<file path="config.mk">
export PLATFORM = sky130hd
export DESIGN_NAME = fifo_rd_streamer
export DESIGN_NICKNAME = d
export VERILOG_FILES = /design/src/rtl/fifo_stream_pkg.sv /design/src/rtl/stream_skid_buf.sv /design/src/rtl/fifo_rd_streamer.sv
export SDC_FILE = /design/constraint.sdc
export NUM_CORES = 1
export LEC_CHECK = 0
export ABC_AREA = 1
export CORE_AREA = 2 2 64 66
export DETAILED_ROUTE_END_ITERATION = 10
export DIE_AREA = 0 0 66 68
export PLACE_DENSITY = 0.78
export SLEW_MARGIN = 20
export SYNTH_ARGS = -nofsm -noshare
export SYNTH_HDL_FRONTEND = slang
export SYNTH_SLANG_ARGS = --single-unit
</file>
<file path="constraint.sdc">
create_clock -name clk_i -period 2.7 [get_ports clk_i]
set_input_delay 0.405 -clock clk_i [delete_from_list [all_inputs] [get_ports clk_i]]
set_output_delay 0.405 -clock clk_i [all_outputs]
set_load 0.005 [all_outputs]
</file>
<file path="src/rtl/fifo_stream_pkg.sv">
// Shared types and defaults for the FIFO read-side streamer.
// The occupancy encoding is shared by the top module and the skid buffer.
package fifo_stream_pkg;

  localparam int unsigned DefaultDataWidth  = 8;
  localparam int unsigned DefaultCountWidth = 16;

  typedef enum logic [1:0] {
    OccEmpty = 2'd0,
    OccOne   = 2'd1,
    OccTwo   = 2'd2
  } occ_e;

  typedef logic [DefaultDataWidth-1:0] word_t;

endpackage

</file>
<file path="src/rtl/stream_skid_buf.sv">
// Two-entry register buffer with a head pointer and an occupancy state.
// Push writes the tail and pop advances the head; the caller guarantees no overflow.
module stream_skid_buf
  import fifo_stream_pkg::*;
#(
  parameter int unsigned Width = DefaultDataWidth
) (
  input  logic             clk_i,
  input  logic             rst_i,
  input  logic             push_i,
  input  logic             pop_i,
  input  logic [Width-1:0] data_i,
  output occ_e             occ_o,
  output logic [Width-1:0] data_o
);

  logic [Width-1:0] buf_q [2];
  logic [Width-1:0] buf_d [2];
  logic             head_q, head_d;
  logic             tail_idx;
  occ_e             occ_q, occ_d;

  // Tail sits one past the head when a word is already held.
  assign tail_idx = head_q ^ (occ_q == OccOne);

  always_comb begin
    buf_d  = buf_q;
    head_d = head_q;
    occ_d  = occ_q;
    if (push_i) buf_d[tail_idx] = data_i;
    if (pop_i)  head_d = ~head_q;
    unique case (occ_q)
      OccEmpty: if (push_i) occ_d = OccOne;
      OccOne: begin
        if (push_i && !pop_i)      occ_d = OccTwo;
        else if (!push_i && pop_i) occ_d = OccEmpty;
      end
      OccTwo:   if (pop_i && !push_i) occ_d = OccOne;
      default:  occ_d = OccEmpty;
    endcase
  end

  always_ff @(posedge clk_i or posedge rst_i) begin
    if (rst_i) begin
      buf_q[0] <= '0;
      buf_q[1] <= '0;
      head_q   <= 1'b0;
      occ_q    <= OccEmpty;
    end else begin
      buf_q  <= buf_d;
      head_q <= head_d;
      occ_q  <= occ_d;
    end
  end

  assign occ_o  = occ_q;
  assign data_o = buf_q[head_q];

endmodule

</file>
<file path="src/rtl/fifo_rd_streamer.sv">
// Pops words from a synchronous FIFO and presents them as a valid/ready stream.
// Credit logic keeps buffered plus in-flight words at or below two.
module fifo_rd_streamer
  import fifo_stream_pkg::*;
#(
  parameter int unsigned DATA_WIDTH  = DefaultDataWidth,
  parameter int unsigned COUNT_WIDTH = DefaultCountWidth
) (
  input  logic                   clk_i,
  input  logic                   rst_i,
  input  logic                   enable_i,
  input  logic                   fifo_empty_i,
  output logic                   fifo_r_en_o,
  input  logic [DATA_WIDTH-1:0]  fifo_rdata_i,
  output logic                   m_valid_o,
  input  logic                   m_ready_i,
  output logic [DATA_WIDTH-1:0]  m_data_o,
  output logic [COUNT_WIDTH-1:0] word_count_o
);

  occ_e                   occ;
  logic                   inflight_q, inflight_d;
  logic                   pop;
  logic [2:0]             credit;
  logic [COUNT_WIDTH-1:0] count_q, count_d;

  assign m_valid_o = (occ != OccEmpty);
  assign pop       = m_valid_o & m_ready_i;

  // Words that will be held after this edge if no new read is issued.
  assign credit = {1'b0, occ} + {2'b00, inflight_q} - {2'b00, pop};

  always_comb begin
    fifo_r_en_o = ~rst_i & enable_i & ~fifo_empty_i & (credit < 3'd2);
    inflight_d  = fifo_r_en_o;
    count_d     = count_q;
    if (pop) count_d = count_q + COUNT_WIDTH'(1);
  end

  always_ff @(posedge clk_i or posedge rst_i) begin
    if (rst_i) begin
      inflight_q <= 1'b0;
      count_q    <= '0;
    end else begin
      inflight_q <= inflight_d;
      count_q    <= count_d;
    end
  end

  stream_skid_buf #(
    .Width (DATA_WIDTH)
  ) u_skid (
    .clk_i  (clk_i),
    .rst_i  (rst_i),
    .push_i (inflight_q),
    .pop_i  (pop),
    .data_i (fifo_rdata_i),
    .occ_o  (occ),
    .data_o (m_data_o)
  );

  assign word_count_o = count_q;

endmodule

</file>
==> run_results.csv <==
group,metric,value,unit
status,status,"complete, no violations",
clocking,numClockSinks,36,
logic_synthesis,synthSimpleGateAreaFrac,28.1,%
die,die_w,66,um
logic_synthesis,synth-compound-area-share,9.28,%
grt,antenna_found_initial,0,
grt,grt_pass1_vias,1654,
finish,ff_latch_area,901,um^2
worst_setup_path,crit_required,2.88,ns
timing,maxSlewHeadroom,67.0,%
logic_synthesis,yosys_warnings,0,
pwr,p_seq_share,39.3,%
pwr,combPwrFrac,42.4,%
timing,finalSetupViolCount,0,
drt,post_drt_wl_per_cell,11.9,um
clocking,clk_path_buf_depth,2,
grt,grt_usage,20.7,%
logic_synthesis,synth-edff-count,0,
finish,drive_gt1_share,17.2,%
worst_setup_path,critPathMaxFanout,3,
timing,fmax,0.385,GHz
logic_synthesis,seq_area_frac_synth,47.7,%
clocking,clkTransAtPathRegs,0.07,ns
hold_path,min_path_type,"reg2reg",
pwr,swShare,35.3,%
worst_setup_path,critPathMaxStageDelay,0.42,ns
die,die_h,68,um
clocking,cts_buffers,5,
logic_synthesis,syn_nets,252,
grt,grt_start_max_net_pins,37,
logic_synthesis,netlist.area_leader.share,47.7,%
finish,multiInputGateArea,885,um^2
pwr,p_int,1.39,mW
logic_synthesis,synth_commonest_cells,"78 x nand2_1, 36 x dfrtp_1, 27 x nor2_1",
logic_synthesis,syn_area,1890,um^2
pwr,ir_drop,0.390,mV
logic_synthesis,synth_fa_ha_area_share,1.72,%
drt,vias,1695,
die,core,3860,um^2
die,initial_core_util,48.9,%
worst_setup_path,crit_family,"buffers and inverters",
die,die-area,4490,um^2
grt,grt_first_pass_wirelength,7010,um
finish,fillCellCount,332,
clocking,clk_latency,0.29,ns
placed_design,dp_hpwl,2880,um
logic_synthesis,synth_top_family_by_area,"simple AND/OR/NAND/NOR gates",
drt,drt-total-wl,4110,um
timing,rsz0062_at_grt,"no",
clocking,root_buffer,"clkbuf_8",
clocking,cts_tree,"yes",
finish,area_growth,35.8,%
logic_synthesis,synthCells,237,
worst_setup_path,crit_type,"reg2reg",
logic_synthesis,async_flop_share,100,%
placed_design,place.gp.congestion,0.834,
worst_setup_path,crit_buf_inv,10,
drt,drtPass1Iterations,6,
worst_setup_path,cp-start-kind,"flop",
logic_synthesis,synth_top_cell_by_area,"dfrtp_1",
grt,overflow,0,
logic_synthesis,synth_xor_area_share,5.50,%
run,maxCapViolCount,0,
pwr,power.density,837,nW/um^2
timing,hold_viol,0,
finish,fin_nets,310,
logic_synthesis,synth_top_flop_cell,"dfrtp_1",
logic_synthesis,yosysMostFrequentCell,"nand2_1",
worst_setup_path,cp.arrival,2.78,ns
timing,setup_ws,0.106,ns
drt,route.detailed.drc,0,
timing,tightestPinTransition,0.494,ns
worst_setup_path,worst_path_most_repeated_cell,"buf_4",
drt,drtIter0Drc,123,
pwr,power.clock.fraction,18.3,%
clocking,h-tree-depth,2,
finish,antenna_cells,0,
die,io-pin-count,39,
drt,avgViaCountPerCell,4.90,
logic_synthesis,ys_top_cells_by_area,"dfrtp_1 48%, nand2_1 16%, nor2_1 5.4%",
timing,finClkSkew,0.00557,ns
worst_setup_path,path_cells,"nor2_1 > nor2_4 > inv_2 > nor2_4 > buf_4 > fa_2 > xor2_2 > nor4_4 > buf_4 > buf_4 > buf_4 > buf_4 > buf_4 > buf_4 > buf_4 > buf_4",
logic_synthesis,synthMuxAreaShare,0,%
logic_synthesis,yosys_register_bits,36,
worst_setup_path,slowest_stage,"dfrtp_1",
placed_design,io_buffers,38,
worst_setup_path,cp-end-kind,"flop",
timing,min_period,2.59,ns
pwr,p_switching,0.758,mW
timing,fin_crit_sh,96.1,%
timing,slew_violations,0,
logic_synthesis,syn_avg_cell_area,7.96,um^2
die,num_rows,23,
finish,fin_util,66.5,%
placed_design,place_ws,-0.496,ns
drt,drtAntennaViolNets,0,
logic_synthesis,synth_cell_type_count,28,
pwr,p_leak,1.25,nW
[kinds of logic (layout without fill, tap and decap cells)]
logic type | Yosys count | count (layout)
AO/OA/AOI/OAI | 30 | 30
flip-flops | 36 | 36
AND/OR/NAND/NOR | 124 | 124
adder cells (fa/ha/maj) | 2 | 2
XOR/XNOR | 11 | 11
buffers and inverters | 34 | 93
[sequential cells by signal, summed over array words and instances (netlist names)]
name	cells
u_skid.head_q	1
u_skid.occ_o	2
inflight_q	1
word_count_o	16
u_skid.buf_q	16
[routing by layer]
layer / global-route usage (%) / up-vias / part of all wire [%] / wire (um)
met5: 0 / - / 0 / 0
met4: 8.16 / 0 / 1.5 / 63
met2: 37.1 / 37 / 49 / 2000
met1: 24.7 / 804 / 45 / 1850
met3: 4.11 / 7 / 4.7 / 194
li1: - / 847 / - / -
[worst register-to-register path: cells and delay by family (launching register included)]
family / cells / cell delay, ns
flops: 1 / 0.42
xor+xnor: 1 / 0.19
buf+inv: 10 / 1.18
fa+ha+maj: 1 / 0.34
simple gates: 4 / 0.37
[path summary, 6_finish.rpt]
kind / from / to / slack, ns / cells past startpoint
min reg2reg: u_skid.buf_q[9] / u_skid.buf_q[9] / 0.47 / 2
max reg2reg: u_skid.occ_o[0] / inflight_q / 0.11 / 16
max: u_skid.occ_o[0] / inflight_q / 0.11 / 16
min in group asynchronous: rst_i / u_skid.buf_q[2] / 0.61 / 3
max in group asynchronous: rst_i / word_count_o[7] / 1.77 / 3
min: u_skid.buf_q[9] / u_skid.buf_q[9] / 0.47 / 2
[power by group through the flow]
stage                     registers (mW)  logic (mW)  clock network, mW
after floorplan                    0.810       0.480                  0
after global placement             0.842       0.836                  0
after detailed placement           0.851       0.859                  0
after CTS                          0.842       0.886              0.402
after global routing               0.869        1.02              0.427
final                              0.844       0.909              0.393
[per-stage QoR]
stage / area [um^2] / TNS [ns] / hold slack, ns / cells / power (mW)
after floorplan: 1890 / 0 / 0.442 / 237 / 1.29
after global placement: 2370 / -0.407 / 0.454 / 330 / 1.68
after detailed placement: 2370 / -0.496 / 0.459 / 330 / 1.71
after CTS: 2520 / 0 / 0.477 / 345 / 2.13
after global routing: 2560 / 0 / 0.495 / 346 / 2.31
final: 2560 / 0 / 0.473 / 346 / 2.15
[layout by cell type, fill, tap and decap left out, drive strengths merged, types with 6 or more instances in the layout]
| cell | n |
|---|---|
| o21ai | 20 |
| nand3 | 7 |
| nor2 | 32 |
| buf | 19 |
| a21oi | 7 |
| nand2 | 79 |
| xor2 | 8 |
| inv | 29 |
| clkbuf | 6 |
| clkdlybuf4s50 | 36 |
| dfrtp | 36 |
[layout make-up]
cell class / count / share of cell area, %
sequential: 36 / 35.2
multi-input combinational: 167 / 34.5
timing repair buffer: 56 / 20.0
inverter: 29 / 4.25
clock buffer: 6 / 3.22
tap: 50 / 2.44
clock inverter: 2 / 0.391
[what timing repair did]
item,4_1_cts,5_1_grt
gates resized for setup,6,9
hold buffers,0,0
pin swaps,2,4
setup endpoints to repair,1,2
setup buffers,7,1
(Power assumes the default switching activity.)
==> variant (same flow settings) <==
Change the package constant `DefaultCountWidth` from 16 to 14.
--- a/src/rtl/fifo_stream_pkg.sv
+++ b/src/rtl/fifo_stream_pkg.sv
@@ -4,5 +4,5 @@
 
   localparam int unsigned DefaultDataWidth  = 8;
-  localparam int unsigned DefaultCountWidth = 16;
+  localparam int unsigned DefaultCountWidth = 14;
 
   typedef enum logic [1:0] {
Ports: changed (resized word_count_o); port bits go from 39 to 37. The function was not compared with the original's and may differ.
==> variant against the original RTL <==
Combinational power is 6.2% lower. Worst setup slack better by 0.031 ns. Area after synthesis decreased by 11%. Final cell count is 14% lower. Critical path depth decreased by 8. Total power down 1.6%. Register-to-register slack improved by 0.84 ns. Cell area decreased by 12%. Sequential cell count is 2 lower. Wire length down 17%. Synthesized cell count shrank 15%. Sequential share of layout area increased by 2.7 points. First-iteration DRC count fell by 28%. Critical path type is now input pin to output pin. Critical endpoint is now fifo_r_en_o.
==> variant: results (changes against the original RTL) <==
first-pass GRT wire length=5940 µm (-15%); met3 usage=5.26% (+1.2 points); max FFs per register=16; gr usage total=17.6% (-3.1 points); Worst-path clk slew=0.07 ns (about the same); Max stage delay on crit path=0.52 ns (+0.10 ns); reg2reg end=inflight_q; CTS HTree Levels=2 (unchanged); Clock Skews=0.00627 ns (+0.000697 ns); TritonCTS buffer count=5 (unchanged); flop-to-flop setup slack=0.95 ns (+0.84 ns); peak supply drop=0.682 mV (+75%); final WL=3410 µm (-17%); post-synthesis adder-cell area fraction=1.94% (+0.22 points); hold wc startpoint=u_skid.buf_q[13]; Synth top cells by count=nand2_1 (75), dfrtp_1 (34), inv_1 (18); setup repair bufs after CTS=0 (-7); Post-Synth XOR/XNOR Area=7.91% (+2.4 points); routed wl met2=1590 µm (-20%); antenna diode count=0 (unchanged); compound-gate portion of the synthesized area=5.15% (-4.1 points); outcome=complete, no violations; worst-margin pin slew=0.455 ns (-0.0398 ns); Crit-path slowest cell=fa_2; root buffer cell=clkbuf_8; DRT Pass-1 Iters=4 (-2); WL met3=214 µm (+10%); antenna violations before repair=0 (unchanged); Yosys warning count=0 (unchanged); sequential fraction of the synthesis area=50.7% (+3.0 points); Worst Hold End=u_skid.buf_q[13]; syn_nets=216 (-14%); IO buf count=36 (-5.3%); P_leak=1.11 nW (-11%); layout cells sized above 1=10.5% (-6.7 points); largest net degree at the start of global routing=35 (-5.4%); Met1 Wirelength=1550 µm (-17%); Detail Placement HPWL=2400 µm (-17%); Worst Path Arrival=2.16 ns (-0.62 ns); routability cong.=0.754 (-9.6%); Worst Setup SP=m_ready_i; final net count=262 (-15%); synth top area cells=dfrtp_1 (51%), nand2_1 (17%), xor2_1 (4.2%); r2r worst-path depth=7 (-9); fillers=372 (+12%); GR Util met2=28.7% (-8.5 points); Critical Path End=fifo_r_en_o; via count=1399 (-17%); initial DRC count=88 (-28%); Netlist cell types=27 (-3.6%); met1 Usage GRT=22.3% (-2.4 points)
## variant: through the flow
stage	cell area (µm²)	setup WS, ns	setup TNS [ns]	cells	hold slack, ns
2_1_floorplan	1680	0.418	0	201	0.442
3_3_place_gp	2130	-0.291	-0.291	290	0.453
3_5_place_dp	2130	-0.369	-0.369	290	0.459
4_1_cts	2240	0.00173	0	298	0.477
5_1_grt	2250	0.00219	0	298	0.492
6_report	2250	0.137	0	298	0.473
## variant: final cells by class
type / instances / area (µm²) / share of cell area [%]
clock buffers: 5 / 68.8 / 3.06
clock inverters: 3 / 40.0 / 1.78
inverters: 20 / 75.1 / 3.34
multi-input cells: 143 / 742 / 33.0
flip-flops and latches: 34 / 851 / 37.9
well taps: 50 / 62.6 / 2.78
repair buffers: 43 / 408 / 18.2
## variant: power breakdown
part           switching (mW)  internal (mW)
Combinational           0.428          0.426
Sequential              0.125          0.680
Clock                   0.182          0.271
Total                   0.734           1.38
## variant: repair_timing
item,CTS,global route
setup endpoints to repair,1,1
gates resized for setup,3,5
pin swaps,0,2
